<file path="src/rtl/if_stage.sv">
// Instruction-fetch stage: owns the PC, issues req/ack fetches, presents
// {instruction, pc_out} to decode through a valid/stall output register,
// keeps one spare word in a skid buffer and squashes wrong-path fetches.
module if_stage #(
    parameter logic [31:0] RESET_PC = 32'h0000_0000,
    parameter int          DATA_W   = 32
) (
    input  logic              clk,
    input  logic              rst_n,
    output logic              imem_req,
    output logic [31:0]       imem_addr,
    input  logic              imem_ack,
    input  logic [DATA_W-1:0] imem_rdata,
    input  logic              stall,
    input  logic              redirect,
    input  logic [31:0]       redirect_pc,
    output logic [DATA_W-1:0] instruction,
    output logic [31:0]       pc_out,
    output logic              instr_valid,
    output logic              halted
);

    typedef enum logic [1:0] {
        S_FETCH,
        S_BUF,
        S_DRAIN,
        S_HALT
    } state_t;

    localparam logic [5:0] HALT_OP = 6'b111111;

    // Clear the two byte-offset bits so every PC is a word address.
    function automatic logic [31:0] align_word(input logic [31:0] a);
        return a & 32'hFFFF_FFFC;
    endfunction

    // HALT is recognised purely on the major opcode field.
    function automatic logic is_halt(input logic [DATA_W-1:0] w);
        return w[DATA_W-1 -: 6] == HALT_OP;
    endfunction

    state_t            state;
    logic [31:0]       pc;
    logic [31:0]       target;
    logic [DATA_W-1:0] skid_instr;
    logic [31:0]       skid_pc;

    logic [DATA_W-1:0] instr_p0;
    logic [31:0]       pc_p0;
    logic              vld_p0;
    logic              halted_q;

    logic              free;
    logic [31:0]       redir_al;
    logic              ld_from_mem;
    logic              ld_from_skid;
    logic              ld_skid;

    assign free     = !vld_p0 || !stall;
    assign redir_al = align_word(redirect_pc);

    // Request is gated by rst_n so nothing is driven to memory during reset.
    assign imem_req  = rst_n && ((state == S_FETCH) || (state == S_DRAIN));
    assign imem_addr = align_word(pc);

    assign instruction = instr_p0;
    assign pc_out      = pc_p0;
    assign instr_valid = vld_p0;
    assign halted      = halted_q;

    // Datapath load enables; a redirect suppresses every load.
    always_comb begin
        ld_from_mem  = 1'b0;
        ld_from_skid = 1'b0;
        ld_skid      = 1'b0;
        if (!redirect) begin
            if (state == S_FETCH && imem_ack) begin
                ld_from_mem = free;
                ld_skid     = !free;
            end
            if (state == S_BUF && free) begin
                ld_from_skid = 1'b1;
            end
        end
    end

    // Control: state, PC, pending redirect target, valid and halted flags.
    always_ff @(posedge clk or negedge rst_n) begin
        if (!rst_n) begin
            state    <= S_FETCH;
            pc       <= align_word(RESET_PC);
            target   <= 32'h0;
            vld_p0   <= 1'b0;
            halted_q <= 1'b0;
        end else begin
            case (state)
                S_FETCH: begin
                    if (redirect) begin
                        vld_p0 <= 1'b0;
                        if (imem_ack) begin
                            pc <= redir_al;
                        end else begin
                            // Request already on the bus must complete first.
                            target <= redir_al;
                            state  <= S_DRAIN;
                        end
                    end else if (imem_ack) begin
                        pc <= pc + 32'd4;
                        if (free) begin
                            vld_p0 <= 1'b1;
                            state  <= is_halt(imem_rdata) ? S_HALT : S_FETCH;
                        end else begin
                            state <= S_BUF;
                        end
                    end else if (free) begin
                        vld_p0 <= 1'b0;
                    end
                end
                S_BUF: begin
                    if (redirect) begin
                        vld_p0 <= 1'b0;
                        pc     <= redir_al;
                        state  <= S_FETCH;
                    end else if (free) begin
                        vld_p0 <= 1'b1;
                        state  <= is_halt(skid_instr) ? S_HALT : S_FETCH;
                    end
                end
                S_DRAIN: begin
                    if (redirect || free) begin
                        vld_p0 <= 1'b0;
                    end
                    if (imem_ack) begin
                        pc    <= redirect ? redir_al : target;
                        state <= S_FETCH;
                    end else if (redirect) begin
                        target <= redir_al;
                    end
                end
                S_HALT: begin
                    if (redirect) begin
                        // The HALT was on a wrong path: resume fetching.
                        vld_p0   <= 1'b0;
                        halted_q <= 1'b0;
                        pc       <= redir_al;
                        state    <= S_FETCH;
                    end else begin
                        halted_q <= 1'b1;
                        if (free) begin
                            vld_p0 <= 1'b0;
                        end
                    end
                end
                default: begin
                    state <= S_FETCH;
                end
            endcase
        end
    end

    // Data: output register and skid buffer, loaded only on their enables.
    always_ff @(posedge clk or negedge rst_n) begin
        if (!rst_n) begin
            instr_p0   <= '0;
            pc_p0      <= 32'h0;
            skid_instr <= '0;
            skid_pc    <= 32'h0;
        end else begin
            if (ld_from_mem) begin
                instr_p0 <= imem_rdata;
                pc_p0    <= pc;
            end else if (ld_from_skid) begin
                instr_p0 <= skid_instr;
                pc_p0    <= skid_pc;
            end
            if (ld_skid) begin
                skid_instr <= imem_rdata;
                skid_pc    <= pc;
            end
        end
    end

endmodule

</file>
<file path="config.mk">
export PLATFORM = sky130hd
export DESIGN_NAME = if_stage
export DESIGN_NICKNAME = d
export VERILOG_FILES = /design/src/rtl/if_stage.sv
export SDC_FILE = /design/constraint.sdc
export NUM_CORES = 1
export LEC_CHECK = 0
export BUFFER_PORTS_ARGS = -buffer_cell sky130_fd_sc_hd__buf_4
export CAP_MARGIN = 20
export CORE_MARGIN = 5
export CORE_UTILIZATION = 55
export DETAILED_ROUTE_END_ITERATION = 8
export GPL_ROUTABILITY_DRIVEN = 0
export HOLD_SLACK_MARGIN = 0.15
export MAX_ROUTING_LAYER = met4
export PLACE_DENSITY = 0.79
export SLEW_MARGIN = 10
export SYNTH_ARGS = -nofsm -noshare
export SYNTH_HDL_FRONTEND = slang
export SYNTH_SLANG_ARGS = --single-unit
</file>
<file path="constraint.sdc">
create_clock -name clk -period 2.72 [get_ports clk]
set_input_delay 0.272 -clock clk [delete_from_list [all_inputs] [get_ports clk]]
set_output_delay 0.272 -clock clk [all_outputs]
set_load 0.01 [all_outputs]
</file>
==> qor.yml <==
synth_top_area_cell: "dfrtp_1"
cts.path.max_buffers: 2
synthDistinctLibCells: 61
rsz0062_at_grt: "false"
hold_end: "instr_valid$_DFFE_PN0P_"
crit_type: "reg2reg"
numCtsBuffers: 17
fin_crit_sh: 0.875
whs_ps: 178
syn-mean-instance-area_um2: 10.6
power_mw: 12.9
syn_inst: 902
die_w_um: 142
setup_viol: 0
ys_ff_latch: 196
netlist_area_um2: 9520
placed_cells: 1228
start_util: 0.556
drive_above_1_share: 0.303
antenna_found_initial: 0
area_growth_syn_to_layout_pct: 26.9
synth_most_common_cell: "dfrtp_1"
synth_common_cells: "196 x dfrtp_1, 128 x nand2_1, 113 x o21ai_0"
fp-row-count: 48
period_minus_slack_ps: 2380
place_area_um2: 10800
status: "completed"
fin_area_um2: 12100
synth_edf_count: 0
ios: 168
post-cts-setup-buffers: 0
vias: 7470
worstPathArrival_ps: 2700
final_max_slew_viol_count: 0
num-fill-cells: 1261
htree_levels: 4
r2r_cells: 7
tritoncts: "yes"
fmax_ghz: 0.420
ir_drop_mv: 0.604
ys_warn_count: 0
place_ws_ps: 451
hold_depth: 2
first_pass_iters: 5
async_flop_share: 1.00
dpl.hpwl_um: 16100
grt_pass1_wl_um: 38400
skew_ps: 8.03
synth_ff_type: "dfrtp_1"
cp_max_fo: 10
maxSlewHeadroom: 0.393
hold_viol: 0
min-delay-start: "redirect"
r2r_end: "pc[28]$_DFFE_PN0P_"
portBuffers: 163
fin_ws_ps: 339
num-nets-final: 1155
yosys.area.top_type_share: 0.515
crit_required_ps: 3040
fin_cells: 1323
diodes: 0
fp.dieH_um: 142
timing.rr.start: "pc[2]$_DFFE_PN0P_"
cp-start-kind: "flop"
grt_remaining_overflow: 0
grt_use_total: 0.247
dieArea_um2: 20000
fin_util: 0.706
reg2reg_slack_ps: 340
ys_top_cells_by_area: "dfrtp_1 52%, mux2_2 11%, mux2i_1 6.2%"
cts_resized: 0
core-area_um2: 17100
maxCapViolations: 0
drt-total-wl_um: 23900
p_per_area_nw_per_um2: 1070
fin_tns_setup_ps: 0
root_buffer: "clkbuf_16"
wl_per_cell_um: 18.1
grt_pass1_vias: 7313
crit_path_end_kind: "flop"
drcViolationCount: 0
ys_seq_area_frac: 0.515
clock_latency_ps: 430
clkTransAtPathRegs_ps: 70
drt_iter0_drc: 551
worstMarginPinSlew_ps: 910
hold_class: "in2reg"
p_leak_nw: 5.78
ant_nets: 0
grt_max_degree: 101
via_per_inst: 5.65
clkSinkCount: 196
==> worst max path at each step <==
stage,from,endpoint
2_1_floorplan,pc[9]$_DFFE_PN0P_,pc[31]$_DFFE_PN0P_
3_3_place_gp,pc[2]$_DFFE_PN0P_,pc[28]$_DFFE_PN0P_
3_5_place_dp,pc[2]$_DFFE_PN0P_,pc[28]$_DFFE_PN0P_
4_1_cts,pc[2]$_DFFE_PN0P_,pc[28]$_DFFE_PN0P_
5_1_grt,state[0]$_DFFE_PN0P_,pc[6]$_DFFE_PN0P_
6_report,pc[2]$_DFFE_PN0P_,pc[28]$_DFFE_PN0P_
==> layout make-up <==
| cell class | instances | area, um2 | area share |
|---|---|---|---|
| Sequential cell | 196 | 4900 | 0.406 |
| Multi-Input combinational cell | 604 | 4070 | 0.337 |
| Timing Repair Buffer | 258 | 2160 | 0.179 |
| Clock buffer | 21 | 460 | 0.0381 |
| Tap cell | 225 | 282 | 0.0233 |
| Clock inverter | 11 | 175 | 0.0145 |
| Inverter | 8 | 30.0 | 0.00249 |
==> cell usage in the layout, fill, tap and decap left out, types with 3 or more instances in the layout <==
cell type	Yosys	final
a22oi_1	5	5
nand2b_1	3	3
dlygate4sd3_1	0	63
nand3_1	15	14
nor2b_1	5	5
o22a_1	3	3
buf_12	0	5
nand2_1	128	127
and4_1	3	3
bufinv_16	0	4
mux2i_1	59	59
nor3_1	7	6
inv_1	7	7
o22ai_1	3	3
nand4_1	10	10
clkbuf_16	0	17
nor2_1	28	28
o21a_1	4	4
o2bb2ai_1	5	5
o2bb2a_1	3	3
o211ai_1	4	4
nor4_1	5	5
o221ai_1	4	4
o21ai_0	113	113
clkinv_4	0	3
mux2_2	95	95
o31ai_1	4	4
clkbuf_8	1	3
and3_1	8	8
a21oi_1	53	53
buf_4	37	189
dfrtp_1	196	196
==> cells by family (layout without fill, tap and decap cells) <==
| group | count (synthesis) | in the layout | synth area share |
|---|---|---|---|
| buf+inv | 103 | 298 | 0.0619 |
| compound gates | 220 | 220 | 0.134 |
| xor+xnor | 4 | 4 | 0.00368 |
| simple gates | 223 | 223 | 0.109 |
| mux | 154 | 154 | 0.174 |
| fa+ha+maj | 1 | 1 | 0.00131 |
| other cells | 1 | 2 | 0.000394 |
| flops | 196 | 196 | 0.515 |
==> flip-flops by register name (all words and copies together) (netlist names) <==
register,flops
halted,1
instr_valid,1
instruction,32
pc,32
pc_out,32
skid_instr,32
skid_pc,32
state,2
target,32
==> power breakdown <==
part           internal (mW)  switching, mW  leakage (nW)  total, mW
clock network           1.60           1.10         0.309       2.69
logic                   2.44           2.46          2.99       4.90
registers               4.20           1.11          2.47       5.31
==> critical path, stage by stage, from the launching register on <==
cell and delay, ps:
dfrtp_1 530, ha_1 250, nand3_1 180, nor4_1 550, buf_4 230, nand4_1 110
o21ai_0 180, o2bb2a_1 230
==> what timing repair did <==
action | 4_1_cts | 5_1_grt
hold buffers | 63 | 0
endpoints found under the setup margin | 0 | 0
hold endpoints to repair | 133 | 0
==> layer usage <==
| layer | up-vias | track usage | share of wire |
|---|---|---|---|
| li1 | 3528 | - | - |
| met1 | 3640 | 0.341 | 0.45 |
| met2 | 257 | 0.385 | 0.47 |
| met3 | 45 | 0.0377 | 0.057 |
| met4 | 0 | 0.0692 | 0.022 |
| met5 | - | - | 0 |
No activity file was read; power rests on OpenSTA's default activity.
